[src/rtl/pix_pkg.sv]
// Shared pixel/window constants, FSM state encoding and window byte indexing.
package pix_pkg;

    localparam int PIX_W = 8;
    localparam int K     = 5;
    localparam int CNT_W = 10;

    typedef enum logic [1:0] {
        ST_IDLE   = 2'd0,
        ST_ACTIVE = 2'd1,
        ST_DONE   = 2'd2
    } state_e;

    // Bit offset of window byte (row r, column c); row 0 is the oldest row, column 0 the oldest column.
    function automatic int idx(input int r, input int c);
        return (r * K + c) * PIX_W;
    endfunction

endpackage

[src/rtl/window_shift_reg.sv]
// K x K pixel register window; each enabled cycle the columns move one place toward column 0
// and the new K-pixel column enters at column K-1.
module window_shift_reg
    import pix_pkg::*;
(
    input  logic                   clk,
    input  logic                   rst,
    input  logic                   shift_en,
    input  logic [K*PIX_W-1:0]     col_i,
    output logic [K*K*PIX_W-1:0]   win_o
);

    logic [K*K*PIX_W-1:0] win_d;
    logic [K*K*PIX_W-1:0] win_q;

    // Next window: hold, or shift columns left and append the incoming column.
    always_comb begin
        win_d = win_q;
        if (shift_en) begin
            for (int r = 0; r < K; r++) begin
                for (int c = 0; c < K - 1; c++) begin
                    win_d[idx(r, c) +: PIX_W] = win_q[idx(r, c + 1) +: PIX_W];
                end
                win_d[idx(r, K - 1) +: PIX_W] = col_i[r*PIX_W +: PIX_W];
            end
        end
    end

    // Window register with synchronous active-low clear.
    always_ff @(posedge clk) begin
        if (!rst) win_q <= '0;
        else      win_q <= win_d;
    end

    assign win_o = win_q;

endmodule

[src/rtl/window_5x5_builder.sv]
// Builds 5x5 pixel windows from five aligned line-buffer taps. Tracks the accepted pixel
// position, flags windows that lie fully inside the frame, and pulses done_o after a full frame.
// Handshake: valid_i=1 means one pixel column is accepted this cycle (there is no back-pressure);
// valid_o=1 means window_o holds a complete in-frame window for exactly that cycle.
module window_5x5_builder
    import pix_pkg::*;
#(
    parameter int WIDTH  = 17,
    parameter int HEIGHT = 17
) (
    input  logic                 clk,
    input  logic                 rst,
    input  logic                 valid_i,
    input  logic [PIX_W-1:0]     data0_i,
    input  logic [PIX_W-1:0]     data1_i,
    input  logic [PIX_W-1:0]     data2_i,
    input  logic [PIX_W-1:0]     data3_i,
    input  logic [PIX_W-1:0]     data4_i,
    input  logic                 done_i,
    output logic [K*K*PIX_W-1:0] window_o,
    output logic                 valid_o,
    output logic                 done_o
);

    localparam logic [CNT_W-1:0] COL_LAST = CNT_W'(WIDTH - 1);
    localparam logic [CNT_W-1:0] ROW_LAST = CNT_W'(HEIGHT - 1);
    localparam logic [CNT_W-1:0] EDGE     = CNT_W'(K - 1);

    logic [CNT_W-1:0] col_d, col_q;
    logic [CNT_W-1:0] row_d, row_q;
    state_e           state_d, state_q;
    logic             valid_d, valid_q;
    logic             done_d, done_q;
    logic             last_px;

    // Row 0 of the window is the oldest tap, so data4 sits in the low byte of the column.
    window_shift_reg u_shift (
        .clk      (clk),
        .rst      (rst),
        .shift_en (valid_i),
        .col_i    ({data0_i, data1_i, data2_i, data3_i, data4_i}),
        .win_o    (window_o)
    );

    // Position counters, frame FSM next state, and window-valid / done generation.
    always_comb begin
        col_d   = col_q;
        row_d   = row_q;
        state_d = state_q;
        valid_d = 1'b0;
        done_d  = (state_q == ST_DONE);
        last_px = (col_q == COL_LAST) && (row_q == ROW_LAST);

        if (valid_i) begin
            // The first four columns of each row still hold stale columns of the previous row.
            valid_d = (row_q >= EDGE) && (col_q >= EDGE);
            if (col_q == COL_LAST) begin
                col_d = '0;
                row_d = (row_q == ROW_LAST) ? '0 : row_q + 1'b1;
            end else begin
                col_d = col_q + 1'b1;
            end
            state_d = last_px ? ST_DONE : ST_ACTIVE;
        end else if (state_q == ST_DONE) begin
            state_d = ST_IDLE;
        end

        // Upstream abort resynchronises the position; the pulse of a finished frame is not cut short.
        if (done_i && (state_q != ST_DONE)) begin
            col_d   = '0;
            row_d   = '0;
            state_d = ST_IDLE;
        end
    end

    // State register with synchronous active-low reset.
    always_ff @(posedge clk) begin
        if (!rst) begin
            col_q   <= '0;
            row_q   <= '0;
            state_q <= ST_IDLE;
            valid_q <= 1'b0;
            done_q  <= 1'b0;
        end else begin
            col_q   <= col_d;
            row_q   <= row_d;
            state_q <= state_d;
            valid_q <= valid_d;
            done_q  <= done_d;
        end
    end

    assign valid_o = valid_q;
    assign done_o  = done_q;

endmodule
[config.mk]
export PLATFORM = sky130hd
export DESIGN_NAME = window_5x5_builder
export DESIGN_NICKNAME = d
export VERILOG_FILES = /design/src/rtl/pix_pkg.sv /design/src/rtl/window_shift_reg.sv /design/src/rtl/window_5x5_builder.sv
export SDC_FILE = /design/constraint.sdc
export NUM_CORES = 1
export LEC_CHECK = 0
export BUFFER_PORTS_ARGS = -buffer_cell sky130_fd_sc_hd__buf_2
export CORE_MARGIN = 2
export CORE_UTILIZATION = 35
export DETAILED_ROUTE_END_ITERATION = 10
export GPL_ROUTABILITY_DRIVEN = 0
export PLACE_DENSITY_LB_ADDON = 0.1
export SLEW_MARGIN = 25
export SYNTH_ARGS = -nofsm -noshare
export SYNTH_HDL_FRONTEND = slang
export SYNTH_HIERARCHICAL = 1
export SYNTH_SLANG_ARGS = --single-unit
[constraint.sdc]
create_clock -name clk -period 2.07 [get_ports clk]
set_input_delay 0.414 -clock clk [delete_from_list [all_inputs] [get_ports clk]]
set_output_delay 0.414 -clock clk [all_outputs]
set_load 0.01 [all_outputs]
[Yosys cells after proc, flatten, opt, wreduce, memory -nomap -nowiden]
Index checks and enable logic that the tools add are counted.
Operators by class
  add/sub/neg operators: 2
  magnitude comparators: 2
  equality and inequality tests: 4
  multiplexer cells: 5
  bitwise operators: 1
  reduce and logical (&&, ||, !) cells: 7
Operators with widths (count)
  10-bit by 1-bit adder with 10-bit output, second input constant: 2
  10-bit by 5-bit == test with 1-bit output, second input constant: 2
  10-bit by 3-bit greater-or-equal comparator with 1-bit output, second input constant: 2
  10-bit two-way mux: 2
  2-bit two-way mux: 3
  2-bit AND reduction: 2
  1-bit logical AND: 3
  2-bit == test, second input constant: 1
  2-bit inequality test, second input constant: 1
  2-bit nonzero test: 1
  2-bit OR reduction: 1
  1-bit inverter: 1
Storage, ports and cells
  register bits after elaboration: 224
  input port bits: 44
  output and inout port bits: 202
  word-level logic and storage cells: 27

[Longest topological paths before layout]
  depth after elaboration: 4
  depth in mapped cells: 7

[Modules after synthesis]
The synthesis kept the hierarchy.
By module, submodules not included
  window_shift_reg: times used 1, cells each 644, area an instance 7679.9 um2, seq. area each 4003.8 um2
  window_5x5_builder: times used 1, cells each 126, area an instance 1136.1 um2, seq. area each 480.5 um2

[Least setup slack after synthesis]
OpenSTA, ideal clock, no wires.
  path type: register -> register
  start point: register col_q[6]
  end point: register row_q[8]
  setup time: 0.066 ns
  arrival: 1.532 ns
  data required time: 2.004 ns
  slack: 0.472 ns
  cell stages (with the launch flop): 5
  buffers on the path: 0
  period minus slack after synthesis: 1.598 ns
  path through: dfxtp_1 > nor4_4 > nand3_2 > or4_4 > a21oi_2
Between the ends
  longest elaborated chain between the ends: 2
Ends and longest elaborated chain
  start: declaration: line window_5x5_builder.sv:29  | logic [CNT_W-1:0] col_d, col_q;
  start signal: assignment: line window_5x5_builder.sv:85  | col_q <= col_d;
  10-bit by 5-bit == test with 1-bit output: line window_5x5_builder.sv:57  | if (col_q == COL_LAST) begin
  2-bit AND reduction (no source line)
  end signal: assignment: line window_5x5_builder.sv:86  | row_q <= row_d;
  end: declaration: line window_5x5_builder.sv:30  | logic [CNT_W-1:0] row_d, row_q;
No other way between the ends.
A chain may end at the register's enable or synchronous reset.

[Worst setup path in the final report]
  start point: register col_q[5]
  end point: register row_q[8]
The elaborated chain is that of the path after synthesis.

==> flow_metrics.tcl <==
set metrics [dict create \
    ant_nets 0 \
    period_needed_ns 1.75 \
    cts-root-buf "clkbuf_16" \
    power.density_mw_per_mm2 863 \
    worst_slew_pin_slew_ns 0.815 \
    dp_slack_ns 0.342 \
    ys_top_cells_by_area "dfxtp_1, mux2i_1, nor2b_1, buf_8, xor2_1" \
    synth_top_area_share_pct 50.9 \
    hold_viol_final 0 \
    drc 0 \
    holdWs_ns 0.155 \
    dieWidth_um 163 \
    grt_use_total_pct 14.9 \
    syn-cell-area_mm2 0.00882 \
    syn_to_final_growth_pct 24.1 \
    setup_viol 0 \
    fin_util_pct 43.8 \
    critPathLaunchType "flip-flop" \
    fin_worst_skew_ns 0.00741 \
    boundaryPins 246 \
    cts_tree "yes" \
    fin_cells 1347 \
    rows 58 \
    fin_ws_ns 0.320 \
    crit_type "flip-flop to flip-flop" \
    drv_slew 0 \
    syn_area_per_cell_um2 11.4 \
    wl_per_cell_um 15.6 \
    dp.cells 1305 \
    cp_data_arrival_time_ns 2.20 \
    drt_iter0_drc 296 \
    rsz0062_at_grt "false" \
    crit_buf_inv 0 \
    diodes 0 \
    cts_buffers 26 \
    synth_seq_cells 224 \
    grt_pass1_wl_um 31900 \
    die_area_mm2 0.0265 \
    path_cells "nor4_4 -> nand3_2 -> or4_4 -> a21oi_2" \
    cts_setup_buffers 0 \
    grt_max_degree 202 \
    cts_hold_repair.buffers 0 \
    hold_class "input pin to flip-flop" \
    yosysTopAreaCell "dfxtp_1" \
    worst_setup_path_end_kind "flip-flop" \
    crit_slowest_cell "or4_4" \
    critPathRequiredTime_ns 2.52 \
    outcome "completed" \
    max_stage_delay_ns 0.56 \
    synth_fp_nets 818 \
    use_met3_pct 4.07 \
    path_delay_family "simple AND/OR/NAND/NOR gates" \
    die_y_um 163 \
    ys_warn_count 6 \
    dp_hpwl_um 14100 \
    port_buffers 245 \
    crit_fanout 6 \
    grt_pass1_vias 5665 \
    worstSkewPairLatency_ns 0.51 \
    met2_usage_pct 24.4 \
    final_layout_size_suffix_gt1_share_pct 29.0 \
    vias 5962 \
    vdd_drop_max_uv 491 \
    start_util_pct 35.3 \
    post_cts_resized 0 \
    grt_busiest_layer "met2" \
    maxCapViolCount 0 \
    synth-seq-area-share_pct 50.9 \
    max_freq_ghz 0.571 \
    clock_sinks 224 \
    viasPerCell 4.43 \
    globalRouteMet1Util_pct 19.7 \
    finalSetupTns_ns 0 \
    firstDrtPassIters 4 \
    clk_pin_slew_ns 0.06 \
    mostFrequentLayoutCells "buf_2, dfxtp_1, mux2i_1, nor2b_1, clkbuf_16" \
    grt_remaining_overflow 0 \
    synth_cell_type_count 35 \
    slew_headroom_pct 45.7 \
    cts_max_path_buffers 3 \
    wirelength_um 21000 \
    synth_cells 770 \
    layout.cells.most_common "buf_2" \
    h-tree-depth 1 \
    coreArea_mm2 0.0250 \
    grt_antenna_before_repair 0 \
    power_leakage_nw 5.13 \
    final_net_count 1051 \
    period_share_pct 84.6 \
]
-- final cells by class --
cell class,count,area (µm²)
Fill cell,2510,14000
Inverter,5,18.8
Clock buffer,41,798
Sequential cell,224,4480
Clock inverter,1,8.76
Tap cell,330,413
Multi-Input combinational cell,495,3870
Timing Repair Buffer,251,1350
-- where the power goes --
| group | total [W] | internal (W) | leakage, nW | switching [W] |
|---|---|---|---|---|
| combinational | 0.000633 | 0.000313 | 2.92 | 0.000320 |
| clock | 0.00432 | 0.00261 | 0.396 | 0.00171 |
| sequential | 0.00449 | 0.00441 | 1.82 | 0.0000755 |
| total | 0.00944 | 0.00733 | 5.13 | 0.00211 |
-- logic make-up after synthesis --
logic type | Yosys count | share of synthesized area [%]
simple gates | 261 | 18.2
fa+ha+maj | 4 | 0.568
mux | 202 | 22.9
flops | 224 | 50.9
xor+xnor | 12 | 1.19
compound gates | 16 | 1.04
buf+inv | 51 | 5.18
-- worst reg2reg max path, stage by stage (launching register included) --
cell and delay (ns):
dfxtp_1 0.35, nor4_4 0.43, nand3_2 0.20, or4_4 0.56, a21oi_2 0.14
-- worst paths after layout --
check	cells after the start	slack [ns]	to	from
max	4	0.32	row_q[8]	col_q[5]
min	3	0.16	u_shift/win_o[154]	data1_i[2]
max reg2reg	4	0.32	row_q[8]	col_q[5]
min reg2reg	2	0.47	done_o	state_q[1]
-- through the flow --
step                area, µm²  power (W)
detailed placement      10100    0.00522
CTS                     10900    0.00962
floorplan                8820    0.00504
finish                  10900    0.00944
global route            10900    0.00985
global placement        10100    0.00522
-- Yosys cell counts, drive strengths merged --
| cell type | number |
|---|---|
| nand3b | 1 |
| nor2 | 18 |
| nand2b | 1 |
| clkbuf | 23 |
| buf | 23 |
| o22ai | 1 |
| ha | 4 |
| xor2 | 10 |
| or4 | 1 |
| mux2i | 202 |
| nor4 | 2 |
| nand4 | 6 |
| dfxtp | 224 |
| nor2b | 200 |
| o31ai | 1 |
| and2 | 1 |
| o21ai | 7 |
| xnor2 | 2 |
| a21oi | 7 |
| and3 | 4 |
| nor4b | 1 |
| nor3 | 2 |
| inv | 5 |
| nand2 | 7 |
| and4 | 2 |
| nand3 | 10 |
| or3 | 5 |
-- sequential cells by signal, indices dropped and copies added, names as in the netlist --
name / count
state_q: 2
row_q: 10
col_q: 10
valid_o: 1
u_shift/win_o: 200
done_o: 1
-- per-layer routing --
| metal | vias up | routed length, µm |
|---|---|---|
| li1 | 3055 | - |
| met1 | 2727 | 9720 |
| met2 | 153 | 9520 |
| met3 | 27 | 1400 |
| met4 | 0 | 346 |
| met5 | - | 0 |
Note: power is estimated with default switching activity, not from simulation.
